**config.mk**
```make
export PLATFORM = sky130hd
export DESIGN_NAME = alu_arbiter
export DESIGN_NICKNAME = d
export VERILOG_FILES = /design/src/rtl/alu_arb_pkg.sv /design/src/rtl/alu_arb_grant.sv /design/src/rtl/alu_arbiter.sv
export SDC_FILE = /design/constraint.sdc
export NUM_CORES = 1
export LEC_CHECK = 0
export CORE_AREA = 2 2 142 144
export CTS_CLUSTER_DIAMETER = 100
export DETAILED_ROUTE_END_ITERATION = 8
export DIE_AREA = 0 0 144 146
export PLACE_DENSITY = 0.65
export RECOVER_POWER = 50
export SYNTH_ARGS = -nofsm -noshare
export SYNTH_HDL_FRONTEND = slang
export SYNTH_SLANG_ARGS = --single-unit
```
**constraint.sdc**
```tcl
create_clock -name clk -period 5.35 [get_ports clk]
set_clock_uncertainty 0.05 [all_clocks]
set_input_delay 0.8025 -clock clk [delete_from_list [all_inputs] [get_ports clk]]
set_output_delay 0.8025 -clock clk [all_outputs]
set_load 0.005 [all_outputs]
```
**src/rtl/alu_arb_pkg.sv**
```systemverilog
// alu_arbiter shared definitions: ALU command codes and FSM states.
// Imported by alu_arb_grant and alu_arbiter.
package alu_arb_pkg;

  localparam int ALU_ARB_WIDTH = 32;

  localparam logic [2:0] ALU_ADD  = 3'd0;
  localparam logic [2:0] ALU_SUB  = 3'd1;
  localparam logic [2:0] ALU_XOR  = 3'd2;
  localparam logic [2:0] ALU_SLT  = 3'd3;
  localparam logic [2:0] ALU_AND  = 3'd4;
  localparam logic [2:0] ALU_NAND = 3'd5;
  localparam logic [2:0] ALU_NOR  = 3'd6;
  localparam logic [2:0] ALU_OR   = 3'd7;

  typedef enum logic [1:0] {
    IDLE = 2'd0,
    EXEC = 2'd1,
    RESP = 2'd2
  } alu_arb_state_t;

endpackage

```
**src/rtl/alu_arb_grant.sv**
```systemverilog
// Two-requester grant: fixed priority (req0) or, with macro
// ALU_ARB_ROUND_ROBIN_EN, a 1-bit round-robin pointer.
// Ports: valid_i[1:0], idle_i, grant_o[1:0] one-hot;
// clk_i, rst_ni, accept_i exist only in the round-robin build.
module alu_arb_grant
  import alu_arb_pkg::*;
(
`ifdef ALU_ARB_ROUND_ROBIN_EN
  input  logic       clk_i,
  input  logic       rst_ni,
  input  logic       accept_i,
`endif
  input  logic [1:0] valid_i,
  input  logic       idle_i,
  output logic [1:0] grant_o
);

  logic pref;
  logic win1;

`ifdef ALU_ARB_ROUND_ROBIN_EN
  logic ptr_q, ptr_d;

  // Point at whoever was not granted.
  always_comb begin
    ptr_d = ptr_q;
    if (accept_i) ptr_d = grant_o[0];
  end

  always_ff @(posedge clk_i or negedge rst_ni) begin
    if (!rst_ni) ptr_q <= 1'b0;
    else         ptr_q <= ptr_d;
  end

  assign pref = ptr_q;
`else
  assign pref = 1'b0;
`endif

  // req1 wins when alone, or on a tie when preferred.
  assign win1 = valid_i[1] & (~valid_i[0] | pref);

  assign grant_o[1] = idle_i & win1;
  assign grant_o[0] = idle_i & valid_i[0] & ~win1;

endmodule

```
**src/rtl/alu_arbiter.sv**
```systemverilog
// Shares one combinational ALU between two requesters.
// Ports: req{0,1}_* valid/ready ops in, alu_* to/from ALU,
// rsp_* response out, busy. Option: ALU_ARB_ROUND_ROBIN_EN.
module alu_arbiter
  import alu_arb_pkg::*;
#(
  parameter int WIDTH = ALU_ARB_WIDTH
) (
  input  logic             clk,
  input  logic             rst_n,
  input  logic             req0_valid,
  output logic             req0_ready,
  input  logic [2:0]       req0_cmd,
  input  logic [WIDTH-1:0] req0_a,
  input  logic [WIDTH-1:0] req0_b,
  input  logic             req1_valid,
  output logic             req1_ready,
  input  logic [2:0]       req1_cmd,
  input  logic [WIDTH-1:0] req1_a,
  input  logic [WIDTH-1:0] req1_b,
  output logic [WIDTH-1:0] alu_operandA,
  output logic [WIDTH-1:0] alu_operandB,
  output logic [2:0]       alu_command,
  input  logic [WIDTH-1:0] alu_result,
  input  logic             alu_carryout,
  input  logic             alu_zero,
  input  logic             alu_overflow,
  output logic             rsp_valid,
  input  logic             rsp_ready,
  output logic             rsp_id,
  output logic [WIDTH-1:0] rsp_result,
  output logic             rsp_carryout,
  output logic             rsp_zero,
  output logic             rsp_overflow,
  output logic             busy
);

  alu_arb_state_t state_q, state_d;

  logic [WIDTH-1:0] opa_q, opa_d;
  logic [WIDTH-1:0] opb_q, opb_d;
  logic [2:0]       cmd_q, cmd_d;
  logic             id_q, id_d;
  logic             vld_q, vld_d;
  logic [WIDTH-1:0] res_q, res_d;
  logic             cy_q, cy_d;
  logic             zr_q, zr_d;
  logic             ov_q, ov_d;

  logic       idle;
  logic [1:0] grant;
  logic       accept;

  assign idle   = (state_q == IDLE);
  assign accept = |grant;

  alu_arb_grant u_grant (
`ifdef ALU_ARB_ROUND_ROBIN_EN
    .clk_i    (clk),
    .rst_ni   (rst_n),
    .accept_i (accept),
`endif
    .valid_i  ({req1_valid, req0_valid}),
    .idle_i   (idle),
    .grant_o  (grant)
  );

  always_comb begin
    state_d = state_q;
    opa_d   = opa_q;
    opb_d   = opb_q;
    cmd_d   = cmd_q;
    id_d    = id_q;
    vld_d   = vld_q;
    res_d   = res_q;
    cy_d    = cy_q;
    zr_d    = zr_q;
    ov_d    = ov_q;
    unique case (state_q)
      IDLE: begin
        if (accept) begin
          state_d = EXEC;
          opa_d   = grant[1] ? req1_a   : req0_a;
          opb_d   = grant[1] ? req1_b   : req0_b;
          cmd_d   = grant[1] ? req1_cmd : req0_cmd;
          id_d    = grant[1];
        end
      end
      EXEC: begin
        state_d = RESP;
        res_d   = alu_result;
        cy_d    = alu_carryout;
        zr_d    = alu_zero;
        ov_d    = alu_overflow;
        vld_d   = 1'b1;
      end
      RESP: begin
        if (rsp_ready) begin
          state_d = IDLE;
          vld_d   = 1'b0;
        end
      end
      default: state_d = IDLE;
    endcase
  end

  always_ff @(posedge clk or negedge rst_n) begin
    if (!rst_n) begin
      state_q <= IDLE;
      opa_q   <= '0;
      opb_q   <= '0;
      cmd_q   <= '0;
      id_q    <= 1'b0;
      vld_q   <= 1'b0;
      res_q   <= '0;
      cy_q    <= 1'b0;
      zr_q    <= 1'b0;
      ov_q    <= 1'b0;
    end else begin
      state_q <= state_d;
      opa_q   <= opa_d;
      opb_q   <= opb_d;
      cmd_q   <= cmd_d;
      id_q    <= id_d;
      vld_q   <= vld_d;
      res_q   <= res_d;
      cy_q    <= cy_d;
      zr_q    <= zr_d;
      ov_q    <= ov_d;
    end
  end

  assign req0_ready   = grant[0];
  assign req1_ready   = grant[1];
  assign alu_operandA = opa_q;
  assign alu_operandB = opb_q;
  assign alu_command  = cmd_q;
  assign rsp_valid    = vld_q;
  assign rsp_id       = id_q;
  assign rsp_result   = res_q;
  assign rsp_carryout = cy_q;
  assign rsp_zero     = zr_q;
  assign rsp_overflow = ov_q;
  assign busy         = ~idle;

endmodule

```
==> reports/qor.csv <==
stage;metric;value;unit
route;DRC;0;
place;Inst Count DP;839;
final_layout;nets@finish;759;
clocking;root buffer selected by CTS;clkbuf_16;
floorplan;core area;19300;µm²
final_layout;Cell Count, Final, Fillers Out;856;
pwr;Reg power frac;0.357;
clocking;Setup Buffers After CTS;0;
sta;Period minus WS final;3420;ps
synthesis;Mapped Area;4610;µm²
synthesis;most common cell in the synthesized netlist;dfrtp_1;
sta;RSZ-0062 raised after global routing;false;
synthesis;synth cell count leaders;dfrtp_1 (106), mux2_2 (102), a22o_1 (67);
sta;Pins Over Slew Limit;88;
pwr;Power per Cell Area;506;nW/µm²
critical_path;crit path kind;reg -> reg;
final_layout;fraction of layout cells with a size suffix above 1;0.210;
floorplan;DIE WIDTH;144;µm
final_layout;final core utilization;0.411;
route;via/cell ratio;4.34;
pwr;Net Sw Frac;0.286;
outcome;failing checks;max-capacitance violations, max-slew violations;
min_path;hold endpoint;alu_operandB[2]$_DFFE_PN0P_;
clocking;H-tree depth;3;
critical_path;CP Max Fanout;36;
sta;final hold vios;0;
sta;Peak Freq;292;MHz
synthesis;Synth Flop Type;dfrtp_1;
floorplan;Core Rows;51;
min_path;worst hold path class;reg -> reg;
pwr;worst vdd ir;0.000211;V
sta;Setup TNS;0;ps
place;gp weighted congestion;0.715;
clocking;# clock sinks;106;
critical_path;r2r endpoint;rsp_result[7]$_DFFE_PN0P_;
synthesis;number of synthesized flops with an enable pin;0;
clocking;CTS Hold Buffers Added;0;
clocking;total CTS buffers;9;
synthesis;FF+latch count, synth;106;
place;placed cell area;7650;µm²
synthesis;Unique masters post-synth;16;
pwr;Gate power share;0.479;
synthesis;Yosys warnings;0;
sta;Slew @ Worst Pin;3010;ps
critical_path;critical path capture point type;register;
floorplan;Chip Height;146;µm
clocking;Clock Path Buffers;2;
route;average wire per standard cell;16.5;µm
global_routing;Remaining Overflow, GRT;0;
synthesis;gate count after technology mapping;318;
floorplan;Starting Density;0.238;
pwr;leakage;3.28;nW
sta;final setup vio count;0;
clocking;worst skew pair latency;340;ps
critical_path;r2r setup slk;1930;ps
sta;period utilization;0.639;
critical_path;Critical Path RT;5530;ps
place;HPWL Detailed;10.6;mm
route;DRT iter0 DRCs;63;
global_routing;gr usage total;0.130;
global_routing;vias in the first global route;3948;
route;Final ANT Viol Nets;0;
global_routing;initial antenna violation count;2;
critical_path;CP arrival;3600;ps
synthesis;Synth top area share;0.576;
critical_path;worst reg2reg path startpoint;state_q[0]$_DFFE_PN0P_;
outcome;result of the run;complete, but fails checks;
synthesis;leading post-synthesis cells by cell area;dfrtp_1 (58%), mux2_2 (25%), a22o_1 (13%);
sta;Rel. slew slack;-1.01;
floorplan;I/O pin total;281;
min_path;worst hold start;alu_operandB[2]$_DFFE_PN0P_;
final_layout;final instance area;7940;µm²
clocking;post-CTS sizing;0;
global_routing;global-route wire length before repair;21.0;mm
min_path;Hold Crit Depth;1;
pwr;P_sw;1.15;mW
clocking;CTS tree;built;
critical_path;R2R depth;2;
pwr;clock share of power;0.165;
clocking;Clock transition at path regs;70;ps
place;IO buf count;280;
global_routing;largest net degree at the start of global routing;69;
final_layout;Area Growth Syn to Fin;72.4;%
synthesis;Seq/Total Area, Yosys;0.576;
floorplan;die area;21000;µm²
route;DRT Wirelength;14.2;mm
flow_run;Max-Cap Viols;2;
pwr;internal power;2.87;mW
route;DR vias;3715;
synthesis;Async SR Flop Fraction;1.00;
synthesis;syn_area_per_cell;14.5;µm²
synthesis;Mapped Nets;492;
route;Pre-antenna DRT Iters;4;
critical_path;Startpoint Class;register;
synthesis;Yosys top cell by area;dfrtp_1;
## power groups by stage
stage	Sequential [mW]	Clock, mW	Combinational, mW
floorplan	1.47	0	0.785
global placement	1.44	0	1.94
detailed placement	1.46	0	1.98
CTS	1.45	0.699	1.98
global route	1.49	0.723	2.06
finish	1.43	0.662	1.92
## sequential cells by signal, indices dropped and copies added (netlist names)
name          cells
alu_operandA     32
alu_operandB     32
rsp_result       32
alu_command       3
state_q           2
rsp_carryout      1
rsp_id            1
rsp_overflow      1
rsp_valid         1
rsp_zero          1
## worst max-delay path, stage by stage, from the launching register on
cell and delay, ps:
dfrtp_1 490, nor2b_1 2280, mux2_2 480
## worst max-delay path by stage
| stage | startpoint | end | slack (ps) | cells past startpoint |
|---|---|---|---|---|
| finish | state_q[0]$_DFFE_PN0P_ | rsp_result[7]$_DFFE_PN0P_ | 1930 | 2 |
| global route | rst_n | alu_operandB[1]$_DFFE_PN0P_ | 1410 | 2 |
| CTS | req0_valid | req1_ready | 1950 | 4 |
| detailed placement | req0_valid | req1_ready | 1960 | 4 |
| global placement | req0_valid | req1_ready | 1980 | 4 |
| floorplan | req0_valid | req1_ready | 2790 | 5 |
## per-stage QoR
step | hold slack (ps) | power [mW] | worst slack (ps)
6_report | 450 | 4.02 | 1930
5_1_grt | 465 | 4.28 | 1410
4_1_cts | 443 | 4.13 | 1950
3_5_place_dp | 445 | 3.44 | 1960
3_3_place_gp | 438 | 3.38 | 1980
2_1_floorplan | 425 | 2.25 | 2790
## cell families (layout without fill, tap and decap cells)
family	count (synthesis)	count (layout)	synth area share
AO/OA/AOI/OAI	72	72	0.134
buffers and inverters	31	303	0.0321
flip-flops	106	106	0.576
multiplexers	102	102	0.249
other	0	1	0
AND/OR/NAND/NOR	7	7	0.00869
## area by class of cell
cell class	count	area, µm²
clock inverters	5	45.0
multi-input cells	181	1820
flip-flops and latches	106	2650
inverters	4	15.0
clock buffers	11	253
well taps	265	332
diodes	1	2.50
fillers	1815	11400
repair buffers	283	2820
## cells in the final DEF, fill, tap and decap left out, drive strengths merged, types with 2 or more instances in the layout
| cell type | netlist | layout |
|---|---|---|
| a22o | 67 | 67 |
| buf | 18 | 3 |
| clkbuf | 9 | 12 |
| clkdlybuf4s50 | 0 | 262 |
| clkinv | 0 | 2 |
| dfrtp | 106 | 106 |
| dlygate4sd3 | 0 | 17 |
| inv | 4 | 6 |
| mux2 | 102 | 102 |
| nor2 | 3 | 3 |
| nor2b | 2 | 2 |
| o21ai | 2 | 2 |
## metal layers
metal | GRT usage | vias up | wire length (µm)
li1 | - | 1729 | -
met1 | 0.130 | 1806 | 5080
met2 | 0.248 | 155 | 7620
met3 | 0.0355 | 23 | 1110
met4 | 0.0534 | 2 | 315
met5 | 0 | - | 13
No activity file was read; power rests on OpenSTA's default activity.
